[config.mk]
export PLATFORM = sky130hd
export DESIGN_NAME = cpu_state_sequencer
export DESIGN_NICKNAME = d
export VERILOG_FILES = /design/src/rtl/cpu_pkg.sv /design/src/rtl/cpu_state_sequencer_stall_timer.sv /design/src/rtl/cpu_state_sequencer.sv
export SDC_FILE = /design/constraint.sdc
export NUM_CORES = 1
export LEC_CHECK = 0
export CORE_ASPECT_RATIO = 1.1
export CORE_MARGIN = 3
export CORE_UTILIZATION = 50
export CTS_BUF_LIST = sky130_fd_sc_hd__clkbuf_4 sky130_fd_sc_hd__clkbuf_8 sky130_fd_sc_hd__clkbuf_16
export DETAILED_ROUTE_END_ITERATION = 7
export PLACE_DENSITY = 0.86
export SLEW_MARGIN = 40
export SYNTH_ARGS = -nofsm -noshare
export SYNTH_HDL_FRONTEND = slang
export SYNTH_SLANG_ARGS = --single-unit
[constraint.sdc]
create_clock -name clk -period 2.47 [get_ports clk]
set_clock_uncertainty 0.1 [all_clocks]
set_input_delay 0.6175 -clock clk [delete_from_list [all_inputs] [get_ports clk]]
set_output_delay 0.6175 -clock clk [all_outputs]
set_load 0.005 [all_outputs]
[src/rtl/cpu_pkg.sv]
// Shared definitions for the multicycle sequencer and the control unit:
// state encoding, opcode constants and instruction-length classification.
package cpu_pkg;

  // State codes seen by the control unit.
  typedef enum logic [3:0] {
    HALT   = 4'd0,
    FETCH  = 4'd1,
    DECODE = 4'd2,
    EXEC1  = 4'd3,
    EXEC2  = 4'd4
  } state_t;

  // Number of execute cycles an opcode needs, or unsupported.
  typedef enum logic [1:0] {
    ONE_EXEC = 2'd0,
    TWO_EXEC = 2'd1,
    ILLEGAL  = 2'd2
  } opclass_t;

  localparam logic [5:0] OP_RTYPE = 6'b000000;
  localparam logic [5:0] OP_LW    = 6'b100011;
  localparam logic [5:0] OP_SW    = 6'b101011;
  localparam logic [5:0] OP_BEQ   = 6'b000100;
  localparam logic [5:0] OP_J     = 6'b000010;
  localparam logic [5:0] OP_JAL   = 6'b000011;

  function automatic opclass_t classify_op(input logic [5:0] op);
    case (op)
      OP_RTYPE, OP_LW, OP_SW, OP_JAL: return TWO_EXEC;
      OP_BEQ, OP_J:                   return ONE_EXEC;
      default:                        return ILLEGAL;
    endcase
  endfunction

endpackage

[src/rtl/cpu_state_sequencer_stall_timer.sv]
// Counts consecutive stalled cycles and flags the cycle in which the
// stall has lasted WAIT_LIMIT cycles. WAIT_LIMIT=0 removes the counter.
module stall_timer #(
  parameter int WAIT_LIMIT = 0
) (
  input  logic clk,
  input  logic rst_n,
  input  logic stalled,
  output logic expire
);

  generate
    if (WAIT_LIMIT > 0) begin : g_timer
      localparam int W = (WAIT_LIMIT > 1) ? $clog2(WAIT_LIMIT + 1) : 1;

      logic [W-1:0] wait_cnt_reg;

      // Expire on the WAIT_LIMIT-th consecutive stalled cycle.
      assign expire = stalled && (wait_cnt_reg == W'(WAIT_LIMIT - 1));

      // Count stalled cycles; any free-running cycle or an expiry restarts it.
      always_ff @(posedge clk or negedge rst_n) begin
        if (!rst_n) begin
          wait_cnt_reg <= '0;
        end else if (!stalled || expire) begin
          wait_cnt_reg <= '0;
        end else begin
          wait_cnt_reg <= wait_cnt_reg + W'(1);
        end
      end
    end else begin : g_no_timer
      logic unused_inputs;
      assign unused_inputs = clk ^ rst_n ^ stalled;
      assign expire = 1'b0;
    end
  endgenerate

endmodule

[src/rtl/cpu_state_sequencer.sv]
// Multicycle instruction sequencer: HALT -> FETCH -> DECODE -> EXEC1 [-> EXEC2],
// with memory-wait stalls, PC commit strobe, sticky error flags and counters.
module cpu_state_sequencer
  import cpu_pkg::*;
#(
  parameter int CNT_W      = 32,
  parameter int WAIT_LIMIT = 0
) (
  input  logic             clk,
  input  logic             rst_n,
  input  logic             start,
  input  logic [5:0]       opcode,
  input  logic             mem_waitrequest,
  input  logic             pc_next_zero,
  output logic [3:0]       state,
  output logic             active,
  output logic             pc_write,
  output logic             stall,
  output logic             illegal_op,
  output logic             timeout,
  output logic [CNT_W-1:0] instr_count,
  output logic [CNT_W-1:0] cycle_count
);

  state_t           state_reg, state_next;
  opclass_t         cls_reg;
  logic             is_lw_reg, is_sw_reg;
  logic             active_reg, illegal_reg, timeout_reg;
  logic [CNT_W-1:0] instr_reg, cycle_reg;
  logic             stall_int, commit, expire, set_illegal;

  stall_timer #(
    .WAIT_LIMIT(WAIT_LIMIT)
  ) u_stall_timer (
    .clk    (clk),
    .rst_n  (rst_n),
    .stalled(stall_int),
    .expire (expire)
  );

  // A memory access is held only in FETCH, in EXEC1 of lw and in EXEC2 of sw.
  always_comb begin
    stall_int = 1'b0;
    case (state_reg)
      FETCH:   stall_int = mem_waitrequest;
      EXEC1:   stall_int = is_lw_reg & mem_waitrequest;
      EXEC2:   stall_int = is_sw_reg & mem_waitrequest;
      default: stall_int = 1'b0;
    endcase
  end

  // Commit happens in the last, unstalled execute cycle.
  always_comb begin
    commit = !stall_int &&
             (((state_reg == EXEC1) && (cls_reg == ONE_EXEC)) || (state_reg == EXEC2));
  end

  // Next-state selection; expiry and illegal decode both abort to HALT.
  always_comb begin
    state_next  = state_reg;
    set_illegal = 1'b0;
    case (state_reg)
      HALT: if (start) state_next = FETCH;
      FETCH: begin
        if (expire)          state_next = HALT;
        else if (!stall_int) state_next = DECODE;
      end
      DECODE: begin
        if (classify_op(opcode) == ILLEGAL) begin
          state_next  = HALT;
          set_illegal = 1'b1;
        end else begin
          state_next = EXEC1;
        end
      end
      EXEC1, EXEC2: begin
        if (expire)          state_next = HALT;
        else if (commit)     state_next = pc_next_zero ? HALT : FETCH;
        else if (!stall_int) state_next = EXEC2;
      end
      default: state_next = HALT;
    endcase
  end

  // Latch the instruction class at DECODE so later opcode changes are ignored.
  always_ff @(posedge clk or negedge rst_n) begin
    if (!rst_n) begin
      cls_reg   <= ONE_EXEC;
      is_lw_reg <= 1'b0;
      is_sw_reg <= 1'b0;
    end else if (state_reg == DECODE) begin
      cls_reg   <= classify_op(opcode);
      is_lw_reg <= (opcode == OP_LW);
      is_sw_reg <= (opcode == OP_SW);
    end
  end

  // State register, registered active flag and sticky error flags.
  always_ff @(posedge clk or negedge rst_n) begin
    if (!rst_n) begin
      state_reg   <= HALT;
      active_reg  <= 1'b0;
      illegal_reg <= 1'b0;
      timeout_reg <= 1'b0;
    end else begin
      state_reg  <= state_next;
      active_reg <= (state_next != HALT);
      if (set_illegal) illegal_reg <= 1'b1;
      if (expire)      timeout_reg <= 1'b1;
    end
  end

  // Retired-instruction and active-cycle counters, wrapping naturally.
  always_ff @(posedge clk or negedge rst_n) begin
    if (!rst_n) begin
      instr_reg <= '0;
      cycle_reg <= '0;
    end else begin
      if (commit)             instr_reg <= instr_reg + CNT_W'(1);
      if (state_reg != HALT)  cycle_reg <= cycle_reg + CNT_W'(1);
    end
  end

  assign state       = state_reg;
  assign active      = active_reg;
  assign stall       = stall_int;
  assign pc_write    = commit;
  assign illegal_op  = illegal_reg;
  assign timeout     = timeout_reg;
  assign instr_count = instr_reg;
  assign cycle_count = cycle_reg;

endmodule

==> flow_summary.ini, run 1 <==
[run]
timing.max_cap.violations = 0

[floorplanning]
io_pins = 84
die_x_um = 85.8
dieArea_sq_um = 8040
start_util_pct = 52.5
die_height_um = 93.7
rows = 31
coreArea_sq_um = 6670

[sta]
hold_viol_final = 0
rsz0062_at_grt = false
drv_slew = 0
period_minus_slack_ns = 2.38
finalSetupViolations = 0
fin_crit_sh_pct = 96.5
fmax_mhz = 420
slew_headroom_pct = 60.8
worst_pin_slew_ns = 0.588

[worst_setup_path]
crit_path_start = state[1]
cp_slowest_cell = dfrtp_2
timing.critical_path.to = pc_write
critPathMaxStageDelay_ns = 0.41
rrSetupSlack_ns = 0.31
critical_path_depth = 6
required_ns = 1.75
worst_ep_arrival_time_ns = 1.67
cp_max_fo = 4
ff2ff_path_depth = 8
end_kind = output pin
rr_endpoint = instr_count[24]
cpLargestDelayFamily = simple AND/OR/NAND/NOR gates
path_buf_inv = 3
cp_cell_sequence = buf_6 > nor4b_4 > nand3b_4 > and2_4 > inv_2 > clkdlybuf4s15_1
critPathKind = reg2out
r2r-start = state[1]
cp-start-kind = flop

[grt]
grt_pass1_wl_um = 13100
grt_pass1_vias = 2727
grt_max_degree = 51
grt_use_total_pct = 20.6
grt-ovfl-total = 0
antenna_found_initial = 0

[synthesis]
netlist_area_sq_um = 3500
synth-warning-count = 0
ys_ff_latch = 74
seq_area_frac_synth_pct = 52.9
async_flop_share_pct = 100
synth_cells = 311
avgSynthCellArea_sq_um = 11.3
ys.flop_type = dfrtp_1
synth_edf_count = 0
yosysUniqueCellTypes = 45

[route]
dr_total_vias = 2749
drc = 0
antenna_left = 0
drt-pass1-iter-count = 4
wl_um = 7980
wl_per_cell_um = 16.0
avgViaCountPerCell = 5.52
drtIter0Drc = 121

[clock_network]
htree_levels = 3
numCtsBuffers = 9
ctsRootBufferMaster = clkbuf_8
cts.path.max_buffers = 2
clkLatencyLatePin_ns = 0.35
cts.sinks = 74
cts_tree = built
path_clk_slew_ns = 0.08

[layout]
final_util_pct = 71.1
drive_above_1_share_pct = 12.5
fillers = 506
fin_cells = 498
seqCellArea_sq_um = 1850
multi_input_area_sq_um = 1560
stdcell_area_sq_um = 4740
area_growth_pct = 35.5
final_nets = 424
antenna_cells = 0

[power]
power.leakage_uw = 0.00201
power_density_nw_per_um2 = 627
vdd_drop_max_v = 0.000394

[placement]
dp_cells = 480
place_area_sq_um = 4450
port_buffers = 82
routabilityCongestion = 0.825
post-dp-hpwl_um = 5690

[min_path]
min_path_type = in2async

[status]
status = finished clean
[power by group]
part           internal, uW  leakage [uW]  switching [uW]
clock network           671      0.000123             455
registers              1300       0.00100             114
logic                   251      0.000889             178
[area by class of cell]
cell class	instances	area share, %
Clock buffer	9	2.61
Clock inverter	7	2.48
Inverter	6	0.475
Multi-Input combinational cell	221	33.0
Sequential cell	74	39.1
Tap cell	82	2.16
Timing Repair Buffer	99	20.2
[synthesized netlist by cell type (2+ instances only)]
master	number	area [sq um]
dfrtp_1	74	1850
xnor2_1	52	455
nand2_1	30	113
nand3_1	23	115
nand4_1	23	144
xor2_1	10	87.6
and3_1	9	56.3
nor3_1	9	45.0
a21oi_1	8	40.0
and4_1	7	61.3
nand2b_1	7	43.8
buf_6	6	67.6
nor2_1	6	22.5
inv_1	5	18.8
and2_1	4	25.0
a31oi_1	3	18.8
nor4b_2	3	45.0
buf_2	2	10.0
clkbuf_1	2	7.51
ha_1	2	25.0
nor4_1	2	12.5
[per-stage QoR]
| step | hold slack (ns) | setup WS [ns] | setup TNS (ns) | power, uW |
|---|---|---|---|---|
| after floorplan | 0.222 | 0.499 | 0 | 1600 |
| after global placement | 0.361 | -0.256 | -0.645 | 1830 |
| after detailed placement | 0.359 | -0.274 | -1.07 | 1850 |
| after CTS | 0.180 | 0.0278 | 0 | 2990 |
| after global routing | 0.198 | 0.0170 | 0 | 3110 |
| final | 0.171 | 0.0869 | 0 | 2970 |
[kinds of logic after synthesis]
family | after synthesis | synth area share (%)
fa+ha+maj | 2 | 0.715
compound gates | 20 | 4.58
other cells | 1 | 0.107
flops | 74 | 52.9
xor+xnor | 62 | 15.5
mux | 1 | 0.322
buf+inv | 17 | 3.29
simple gates | 134 | 22.6
[how the worst min path moves through the flow]
stage,endpoint,slack [ns]
after floorplan,active,0.22
after global placement,cycle_count[31],0.36
after detailed placement,illegal_op,0.36
after CTS,cycle_count[6],0.18
after global routing,cycle_count[6],0.20
final,cycle_count[9],0.17
[layer usage]
| metal | wire [um] | GRT usage (%) |
|---|---|---|
| met1 | 3440 | 25.8 |
| met2 | 4070 | 35.6 |
| met3 | 359 | 3.86 |
| met4 | 120 | 6.99 |
| met5 | 0 | 0 |
[timing repair]
item / in CTS / in global routing
hold buffers: 0 / 0
pin swaps: 2 / 1
buffers inserted: 1 / 1
resized for setup: 8 / 2
endpoints found under the setup margin: 2 / 1
[cell usage in the layout, fill, tap and decap left out, types with 9 or more instances in the layout]
cell | netlist | layout
clkdlybuf4s50_1 | 0 | 78
dfrtp_1 | 74 | 73
xnor2_1 | 52 | 52
nand2_1 | 30 | 30
nand4_1 | 23 | 23
nand3_1 | 23 | 23
buf_4 | 1 | 15
xor2_1 | 10 | 10
nor3_1 | 9 | 9
and3_1 | 9 | 9
clkbuf_8 | 0 | 9
[worst register-to-register path, cell delays in order (launching register included)]
cell and delay (ns):
dfrtp_2 0.41, buf_6 0.12, nor4b_4 0.27, nand3b_4 0.10, buf_4 0.16, a2111oi_4 0.34
buf_4 0.25, nand4_1 0.15, xnor2_1 0.16
(Power assumes the default switching activity.)
==> run 2: changes to the inputs <==
--- a/config.mk
+++ b/config.mk
@@ -10,6 +10,7 @@
 export CORE_UTILIZATION = 50
 export CTS_BUF_LIST = sky130_fd_sc_hd__clkbuf_4 sky130_fd_sc_hd__clkbuf_8 sky130_fd_sc_hd__clkbuf_16
 export DETAILED_ROUTE_END_ITERATION = 7
+export GPL_ROUTABILITY_DRIVEN = 1
 export PLACE_DENSITY = 0.86
 export SLEW_MARGIN = 40
 export SYNTH_ARGS = -nofsm -noshare
==> results of run 2 <==
Same layout as run 1: the final DEF is identical, and so are final timing and power.
